[src/rtl/i2c_eeprom_seq.sv]
// EEPROM transaction sequencer: walks the byte-level I2C engine through page write,
// address-only write and single-byte random read, with NACK abort and a finished-pulse watchdog.
module i2c_eeprom_seq #(
    parameter int unsigned ADDR_BYTES = 2,
    parameter int unsigned MAX_LEN    = 16,
    parameter int unsigned TIMEOUT    = 96
) (
    input  logic        clock,
    input  logic        nreset,
    input  logic        cmd_valid,
    output logic        cmd_ready,
    input  logic        cmd_read,
    input  logic [6:0]  cmd_dev,
    input  logic [15:0] cmd_addr,
    input  logic [4:0]  cmd_len,
    input  logic [7:0]  wr_data,
    output logic        wr_pop,
    output logic [7:0]  rd_data,
    output logic        rd_valid,
    output logic        busy,
    output logic        done,
    output logic        err_nack,
    output logic        err_timeout,
    output logic        eng_nreset,
    output logic [7:0]  eng_write_byte,
    output logic        eng_read_mode,
    output logic        eng_do_start,
    output logic        eng_do_stop,
    input  logic        eng_finished,
    input  logic        eng_ack,
    input  logic [7:0]  eng_read_byte
);

    localparam int unsigned LEN_W = 5;
    localparam int unsigned TMR_W = $clog2(TIMEOUT + 1);
    localparam logic [LEN_W-1:0] LEN_MAX  = LEN_W'(MAX_LEN);
    localparam logic [TMR_W-1:0] TMR_LAST = TMR_W'(TIMEOUT - 1);
    localparam bit TWO_ADDR = (ADDR_BYTES == 2);

    typedef enum logic [3:0] {
        S_IDLE, S_LAUNCH, S_DEV_W, S_ADDR, S_WDATA, S_DEV_R, S_RDATA, S_ABORT, S_DONE
    } state_t;

    state_t             r_state;
    logic               r_read;
    logic [6:0]         r_dev;
    logic [15:0]        r_addr;
    logic [LEN_W-1:0]   r_len;
    logic               r_lo_pending;
    logic [TMR_W-1:0]   r_timer;
    logic               r_cmd_ready;
    logic               r_wr_pop;
    logic [7:0]         r_rd_data;
    logic               r_rd_valid;
    logic               r_busy;
    logic               r_done;
    logic               r_err_nack;
    logic               r_err_timeout;
    logic               r_eng_nreset;
    logic [7:0]         r_byte;
    logic               r_rmode;
    logic               r_start;
    logic               r_stop;

    logic w_accept;
    logic w_counting;
    logic w_byte_state;
    logic w_expire;
    logic w_nack;
    logic w_fin_done;
    logic w_go_done;

    assign w_accept     = cmd_valid && r_cmd_ready;
    assign w_counting   = (r_state != S_IDLE) && (r_state != S_DONE);
    assign w_byte_state = (r_state == S_DEV_W) || (r_state == S_ADDR) ||
                          (r_state == S_WDATA) || (r_state == S_DEV_R);
    assign w_expire     = w_counting && (r_timer == TMR_LAST);
    assign w_nack       = !w_expire && eng_finished && w_byte_state && eng_ack;
    // A finished pulse ends the command after a stop byte, the read byte, or the abort dummy read
    assign w_fin_done   = !w_expire && eng_finished &&
                          ((w_byte_state && !eng_ack && r_stop) ||
                           (r_state == S_RDATA) || (r_state == S_ABORT));
    assign w_go_done    = w_expire || w_fin_done;

    always_ff @(posedge clock) begin
        if (!nreset) begin
            r_state       <= S_IDLE;
            r_read        <= 1'b0;
            r_dev         <= '0;
            r_addr        <= '0;
            r_len         <= '0;
            r_lo_pending  <= 1'b0;
            r_timer       <= '0;
            r_cmd_ready   <= 1'b1;
            r_wr_pop      <= 1'b0;
            r_rd_data     <= '0;
            r_rd_valid    <= 1'b0;
            r_busy        <= 1'b0;
            r_done        <= 1'b0;
            r_err_nack    <= 1'b0;
            r_err_timeout <= 1'b0;
            r_eng_nreset  <= 1'b0;
            r_byte        <= '0;
            r_rmode       <= 1'b0;
            r_start       <= 1'b0;
            r_stop        <= 1'b0;
        end else begin
            r_wr_pop   <= 1'b0;
            r_rd_valid <= 1'b0;
            r_done     <= 1'b0;

            case (r_state)
                S_IDLE: begin
                    if (w_accept) begin
                        r_read        <= cmd_read;
                        r_dev         <= cmd_dev;
                        r_addr        <= cmd_addr;
                        r_len         <= (cmd_len > LEN_MAX) ? LEN_MAX : cmd_len;
                        r_lo_pending  <= 1'b0;
                        r_err_nack    <= 1'b0;
                        r_err_timeout <= 1'b0;
                        r_busy        <= 1'b1;
                        r_cmd_ready   <= 1'b0;
                        r_timer       <= '0;
                        r_byte        <= {cmd_dev, 1'b0};
                        r_start       <= 1'b1;
                        r_stop        <= 1'b0;
                        r_rmode       <= 1'b0;
                        r_state       <= S_LAUNCH;
                    end
                end

                S_LAUNCH: begin
                    r_eng_nreset <= 1'b1;
                    r_timer      <= r_timer + TMR_W'(1);
                    r_state      <= S_DEV_W;
                end

                S_DONE: begin
                    r_cmd_ready <= 1'b1;
                    r_state     <= S_IDLE;
                end

                default: begin
                    if (eng_finished) r_timer <= '0;
                    else              r_timer <= r_timer + TMR_W'(1);

                    if (w_expire) begin
                        r_err_timeout <= 1'b1;
                    end else if (w_nack) begin
                        // Dummy read releases SDA so the engine can issue STOP
                        r_err_nack <= 1'b1;
                        r_byte     <= 8'hFF;
                        r_rmode    <= 1'b1;
                        r_start    <= 1'b0;
                        r_stop     <= 1'b1;
                        r_state    <= S_ABORT;
                    end else if (eng_finished && !w_fin_done) begin
                        case (r_state)
                            S_DEV_W: begin
                                r_start <= 1'b0;
                                r_state <= S_ADDR;
                                if (TWO_ADDR) begin
                                    r_byte       <= r_addr[15:8];
                                    r_stop       <= 1'b0;
                                    r_lo_pending <= 1'b1;
                                end else begin
                                    r_byte       <= r_addr[7:0];
                                    r_stop       <= !r_read && (r_len == '0);
                                    r_lo_pending <= 1'b0;
                                end
                            end
                            S_ADDR: begin
                                if (r_lo_pending) begin
                                    r_byte       <= r_addr[7:0];
                                    r_stop       <= !r_read && (r_len == '0);
                                    r_lo_pending <= 1'b0;
                                end else if (r_read) begin
                                    r_byte  <= {r_dev, 1'b1};
                                    r_start <= 1'b1;
                                    r_stop  <= 1'b0;
                                    r_state <= S_DEV_R;
                                end else begin
                                    r_byte   <= wr_data;
                                    r_wr_pop <= 1'b1;
                                    r_stop   <= (r_len == LEN_W'(1));
                                    r_len    <= (r_len == '0) ? '0 : r_len - LEN_W'(1);
                                    r_state  <= S_WDATA;
                                end
                            end
                            S_WDATA: begin
                                r_byte   <= wr_data;
                                r_wr_pop <= 1'b1;
                                r_stop   <= (r_len == LEN_W'(1));
                                r_len    <= (r_len == '0) ? '0 : r_len - LEN_W'(1);
                            end
                            S_DEV_R: begin
                                r_byte  <= 8'hFF;
                                r_rmode <= 1'b1;
                                r_start <= 1'b0;
                                r_stop  <= 1'b1;
                                r_state <= S_RDATA;
                            end
                            default: begin
                            end
                        endcase
                    end

                    if (w_fin_done && (r_state == S_RDATA)) begin
                        r_rd_data  <= eng_read_byte;
                        r_rd_valid <= 1'b1;
                    end
                end
            endcase

            // Holding the engine in reset parks its byte loop and releases the bus
            if (w_go_done) begin
                r_state      <= S_DONE;
                r_eng_nreset <= 1'b0;
                r_byte       <= '0;
                r_rmode      <= 1'b0;
                r_start      <= 1'b0;
                r_stop       <= 1'b0;
                r_lo_pending <= 1'b0;
                r_timer      <= '0;
                r_busy       <= 1'b0;
                r_done       <= 1'b1;
            end
        end
    end

    assign cmd_ready      = r_cmd_ready;
    assign wr_pop         = r_wr_pop;
    assign rd_data        = r_rd_data;
    assign rd_valid       = r_rd_valid;
    assign busy           = r_busy;
    assign done           = r_done;
    assign err_nack       = r_err_nack;
    assign err_timeout    = r_err_timeout;
    assign eng_nreset     = r_eng_nreset;
    assign eng_write_byte = r_byte;
    assign eng_read_mode  = r_rmode;
    assign eng_do_start   = r_start;
    assign eng_do_stop    = r_stop;

endmodule

[config.mk]
export PLATFORM = sky130hd
export DESIGN_NAME = i2c_eeprom_seq
export DESIGN_NICKNAME = d
export VERILOG_FILES = /design/src/rtl/i2c_eeprom_seq.sv
export SDC_FILE = /design/constraint.sdc
export NUM_CORES = 1
export LEC_CHECK = 0
export ABC_AREA = 1
export BUFFER_PORTS_ARGS = -buffer_cell sky130_fd_sc_hd__buf_2
export CORE_MARGIN = 5
export CORE_UTILIZATION = 60
export CTS_BUF_LIST = sky130_fd_sc_hd__clkbuf_8
export DETAILED_ROUTE_END_ITERATION = 10
export PLACE_DENSITY = 0.87
export SLEW_MARGIN = 15
export SYNTH_ARGS = -nofsm -noshare
export SYNTH_HDL_FRONTEND = slang
export SYNTH_SLANG_ARGS = --single-unit
[constraint.sdc]
create_clock -name clock -period 4.2 [get_ports clock]
set_clock_uncertainty 0.05 [all_clocks]
set_input_delay 0.42 -clock clock [delete_from_list [all_inputs] [get_ports clock]]
set_output_delay 0.42 -clock clock [all_outputs]
set_load 0.02 [all_outputs]
---- Word level (Yosys, flattened, before mapping) ----
Index checks and enable logic that the tools add are counted.
operators by class
  muxes and demuxes ....................... 67
  eq/ne operators ......................... 23
  $lt $le $gt $ge ......................... 1
  reductions and logical operators ........ 58
  add/sub/neg operators ................... 2
  bitwise operators ....................... 5
operators with widths
  operator                                                          number
  8-bit two-way mux                                                 6
  5-bit two-way mux                                                 8
  8-bit one-hot mux with 4 select lines                             1
  1-bit two-way mux                                                 27
  4-bit two-way mux                                                 6
  4-bit one-hot mux with 3 select lines                             2
  7-bit one-hot mux with 3 select lines                             1
  1-bit one-hot mux with 2 select lines                             10
  5-bit one-hot mux with 2 select lines                             2
  5-bit AND reduction                                               4
  4-bit by 3-bit == test with 1-bit output (second input constant)  4
  8-bit one-hot mux with 2 select lines                             1
  7-bit two-way mux                                                 2
  1-bit logical AND                                                 12
  3-bit nonzero test                                                4
  6-bit nonzero test                                                2
  4-bit by 2-bit == test with 1-bit output (second input constant)  2
  4-bit by 3-bit != test with 1-bit output (second input constant)  2
  2-bit AND reduction                                               4
  8-bit AND reduction                                               1
  2-bit nonzero test                                                4
  4-bit nonzero test                                                2
  8-bit nonzero test                                                1
  7-bit by 1-bit adder with 7-bit output (second input constant)    1
  other kinds (31)                                                  47
word-level totals
  flip-flop bits (word level) ............. 68
  bits of input ports ..................... 50
  word-level logic and storage cells ...... 177
  output and inout port bits .............. 27

---- Logic depth before layout (Yosys ltp) ----
  depth after elaboration ................. 16
  depth in mapped cells ................... 13

---- Worst setup path before layout ----
Ideal clock, no wire load.
  path kind ............................... reg2reg
  start point ............................. register r_timer[0]
  end point ............................... register r_byte[7] (netlist: eng_write_byte[7])
  period minus slack after synthesis ...... 1.743 ns
  path slack .............................. 2.457 ns
  path buffers ............................ 1
  stages on the path, launching flop included .. 14
  library setup time ...................... 0.113 ns
  arrival time ............................ 1.580 ns
  cells stage by stage .................... dfxtp_1 > ha_1 > nand3_1 > nor2_1 > nand2_2 > nand2_2 > nor2_4 > nor2_4 > nand3_2 > nand3_4 > buf_6 > nand2_1 > nand2_1 > nor2_1
between the ends
  word-level cells in the longest chain between the ends .. 9
  elaborated cells between the ends (all ways) .. 18
RTL lines
  item                                                                          RTL line  RTL
  from (decl)                                                                   50        logic [TMR_W-1:0] r_timer;
  from (signal assigned)                                                        135       r_timer <= r_timer + TMR_W'(1);
  from (signal assigned)                                                        146       else r_timer <= r_timer + TMR_W'(1);
  7-bit == test *                                                               77        assign w_expire = w_counting && (r_timer == TMR_LAST);
  1-bit logical AND *                                                           77
  1-bit zero test                                                               78, 80
  1-bit logical AND                                                             78, 80
  1-bit logical AND (on tied branches)                                          78, 80
  1-bit logical AND or 1-bit zero test (tied branches)                          78, 158
  8-bit two-way mux or 1-bit logical AND (tied branches)                        150, 158
  8-bit two-way mux or 3-bit nonzero test (tied branches)                       n/a
  8-bit one-hot mux with 2 select lines or 5-bit AND reduction (tied branches)  n/a
  to (signal assigned)                                                          125       r_byte <= {cmd_dev, 1'b0};
  to (signal assigned)                                                          164       r_byte <= r_addr[15:8];
  to (signal assigned)                                                          168       r_byte <= r_addr[7:0];
  to (decl)                                                                     60        logic [7:0] r_byte;
Mark *: on every way between the ends. The rest lies on a longest branch, timed or not. The select of a mux whose other input is x is not followed.
A chain may end at the register's enable or synchronous reset.

---- Worst setup path after layout ----
  start point ............................. input nreset
  end point ............................... register r_timer[0]
between the ends
  word-level cells in the longest chain between the ends .. 2
RTL lines
  item                                 RTL line  RTL
  from (decl)                          9         input logic nreset,
  1-bit inverter (no source line)      n/a
  2-bit OR reduction (no source line)  n/a
No other way between the ends.

==> metrics <==
Die ar.=0.00759 sq mm; HPWL after DPL=approximately 7 mm; drt drc=0; GRT Resource Usage Total=0.270; post-synthesis cell type count=40; CTS H-tree lvls=3; CTS tree=done; Die W=a little under 90 microns; VDD IR max=0.484 mV; Max Cap Viol=0; data required time of the worst path=4.42 ns; HP Class=in2reg; Worst-Skew Late Latency=approximately 0.35 ns; clk buf depth=2; placer congestion estimate=0.942; reg2reg setup slack=2.02 ns; post-cts repair resize count=0; Reg clk slew, reported paths=about 0.080 ns; Fin. Hold Viols=0; fmax=around 440 MHz; Worst setup SP type=input pin; drt pass-1 iters=7; Sink Count=68; CP endpoint=r_timer[0]; initial antenna violation count=0; beginning of the critical path=nreset; share of layout cells above drive strength 1=0.219; Final Setup Violations=0; Starting Density=0.610; Synth area leader=dfxtp_1; Ys Warns=0; PortBufs=76; register bit total from synthesis=slightly below 70; hold_buf cts=0; Placed Area=between 0.003 and 0.004 sq mm; pin count of the biggest net entering global routing=37; core box area=0.00585 sq mm; routed via count=~3700; Power Density=between 700 and 800 mW/mm^2; Slew @ Worst Pin=roughly 0.64 ns; Yosys top cell area share=0.382; crit path DAT=around 2.5 ns; DR vias/cell=about 5.4; global-route wire length before repair=between 15 and 20 mm; I/O Pins=77; top cells by area, synth=dfxtp_1 38%, nand2_1 14%, nor2_1 9.6%, inv_1 5.9%, o21ai_0 5.8%; Rel. slew slack=0.573; Layout Nets=about 660; Crit Reg-Reg Endpoint=r_timer[0]; post-CTS setup buffers=0; multi-input logic area=approximately 0.0019 sq mm; CTS Buf Count=9; Pwr Total=slightly below 3 mW; Root Driver=clkbuf_8; Post-Synthesis Cell Area=roughly 0.0036 sq mm; Finished Cell Area=approximately 0.0042 sq mm; FF+latch area=0.00136 sq mm; Avg WL per Cell=14.4 microns; GR Overflow Total=0; Post-Syn Area per Cell=approximately 6.7 sq um; CP Max Fanout=36; Synth-to-Final Area Change=18.8%; # rows=28; Place WS=approximately 1.6 ns; Slew Limit Fails=0; nature of the critical path endpoint=flop; DIE HEIGHT=approximately 87 microns; fin crit share=0.545; Fillers=~500; n_diodes=0; Initial DRC Count=~300; Reg2Reg Depth=9; sequential area share after synthesis=0.382; number of global-route vias before repair=between 3000 and 4000; TNS Setup=0 ns; Leakage Power=roughly 2.1 nW; unrepaired setup endpoints after global routing=false; fin crit period=2.29 ns; post-synthesis net count=about 590; status=finished, final reports clean; DRT antenna net count=0; setup ws final=around 1.9 ns; WS Path Type=in2reg; Routed WL=around 9.9 mm; Critical R2R Launch=r_timer[0]; post-synthesis cell count=~530
-- Yosys cell counts (all sizes together) --
cell,n
or2,1
a21oi,38
and3,1
o21bai,2
buf,6
clkbuf,8
o22a,1
xor2,3
nor3,6
dfxtp,68
a211oi,1
nand3,28
nand4,6
clkinv,2
o21ai,46
inv,66
xnor2,1
o211ai,2
o311ai,1
o22ai,2
ha,3
nor3b,1
o221ai,1
o21a,2
nand2,141
nor2,97
-- cell families after synthesis --
| family | after synthesis | synth area share |
|---|---|---|
| and+or+nand+nor | 281 | 0.357 |
| xor gates and xnor gates | 4 | 0.00982 |
| AOI/OAI and AO/OA | 96 | 0.149 |
| DFF | 68 | 0.382 |
| adders and majority gates | 3 | 0.0105 |
| buffers and inverters | 82 | 0.0926 |
-- routing by layer --
metal,vias up,track usage,part of all wire
li1,1837,-,-
met1,1657,0.340,0.42
met2,196,0.441,0.46
met3,37,0.0501,0.089
met4,0,0.134,0.034
met5,-,0,0
-- layout make-up --
type,count,share of cell area
inverter,68,0.0602
clock inverter,7,0.0331
sequential,68,0.321
clock buffer,9,0.0292
tap,75,0.0221
multi-input combinational,384,0.443
timing repair buffer,77,0.0915
-- critical path: stages --
cell	delay (ns)
buf_2	0.44
clkinv_1	0.49
nor3_4	0.67
o21ai_2	0.24
a21oi_1	0.22
-- through the flow --
stage / hold slack [ns] / cells / utilization
after floorplan: 0.374 / 534 / -
after global placement: 0.379 / 672 / 0.679
after detailed placement: 0.386 / 672 / 0.679
after CTS: 0.235 / 688 / 0.724
after global routing: 0.238 / 688 / 0.724
final: 0.235 / 688 / 0.724
-- report_power, final --
group / internal, mW / switching [mW]
Clock: 0.453 / 0.262
Combinational: 0.425 / 0.948
Sequential: 0.798 / 0.0963
Total: 1.68 / 1.31
-- sequential cells by signal, indices dropped and copies added, names as in the netlist --
signal,cells
busy,1
cmd_ready,1
done,1
eng_do_start,1
eng_do_stop,1
eng_nreset,1
eng_read_mode,1
eng_write_byte,8
err_nack,1
err_timeout,1
r_addr,16
r_dev,7
r_len,5
r_lo_pending,1
r_read,1
r_state,4
r_timer,7
rd_data,8
rd_valid,1
wr_pop,1
-- placed cells by master, fill, tap and decap left out, types with 6 or more instances in the layout --
cell type / instances
a21oi_1: 37
inv_1: 57
nand2_2: 8
nand2_1: 130
dfxtp_1: 68
inv_2: 10
nand4_1: 6
clkbuf_8: 9
nor2_1: 91
nand3_2: 7
o21ai_0: 41
buf_2: 76
nand3_1: 20
-- how the worst min path moves through the flow --
stage                 start          to  slack, ns  cells after the start
6_report       cmd_addr[12]  r_addr[12]       0.24                      3
5_1_grt        cmd_addr[12]  r_addr[12]       0.24                      3
4_1_cts        cmd_addr[10]  r_addr[10]       0.24                      3
3_5_place_dp     rd_data[7]  rd_data[7]       0.39                      2
3_3_place_gp     rd_data[5]  rd_data[5]       0.38                      2
2_1_floorplan     r_addr[2]   r_addr[2]       0.37                      2
Note: power is estimated with default switching activity, not from simulation.
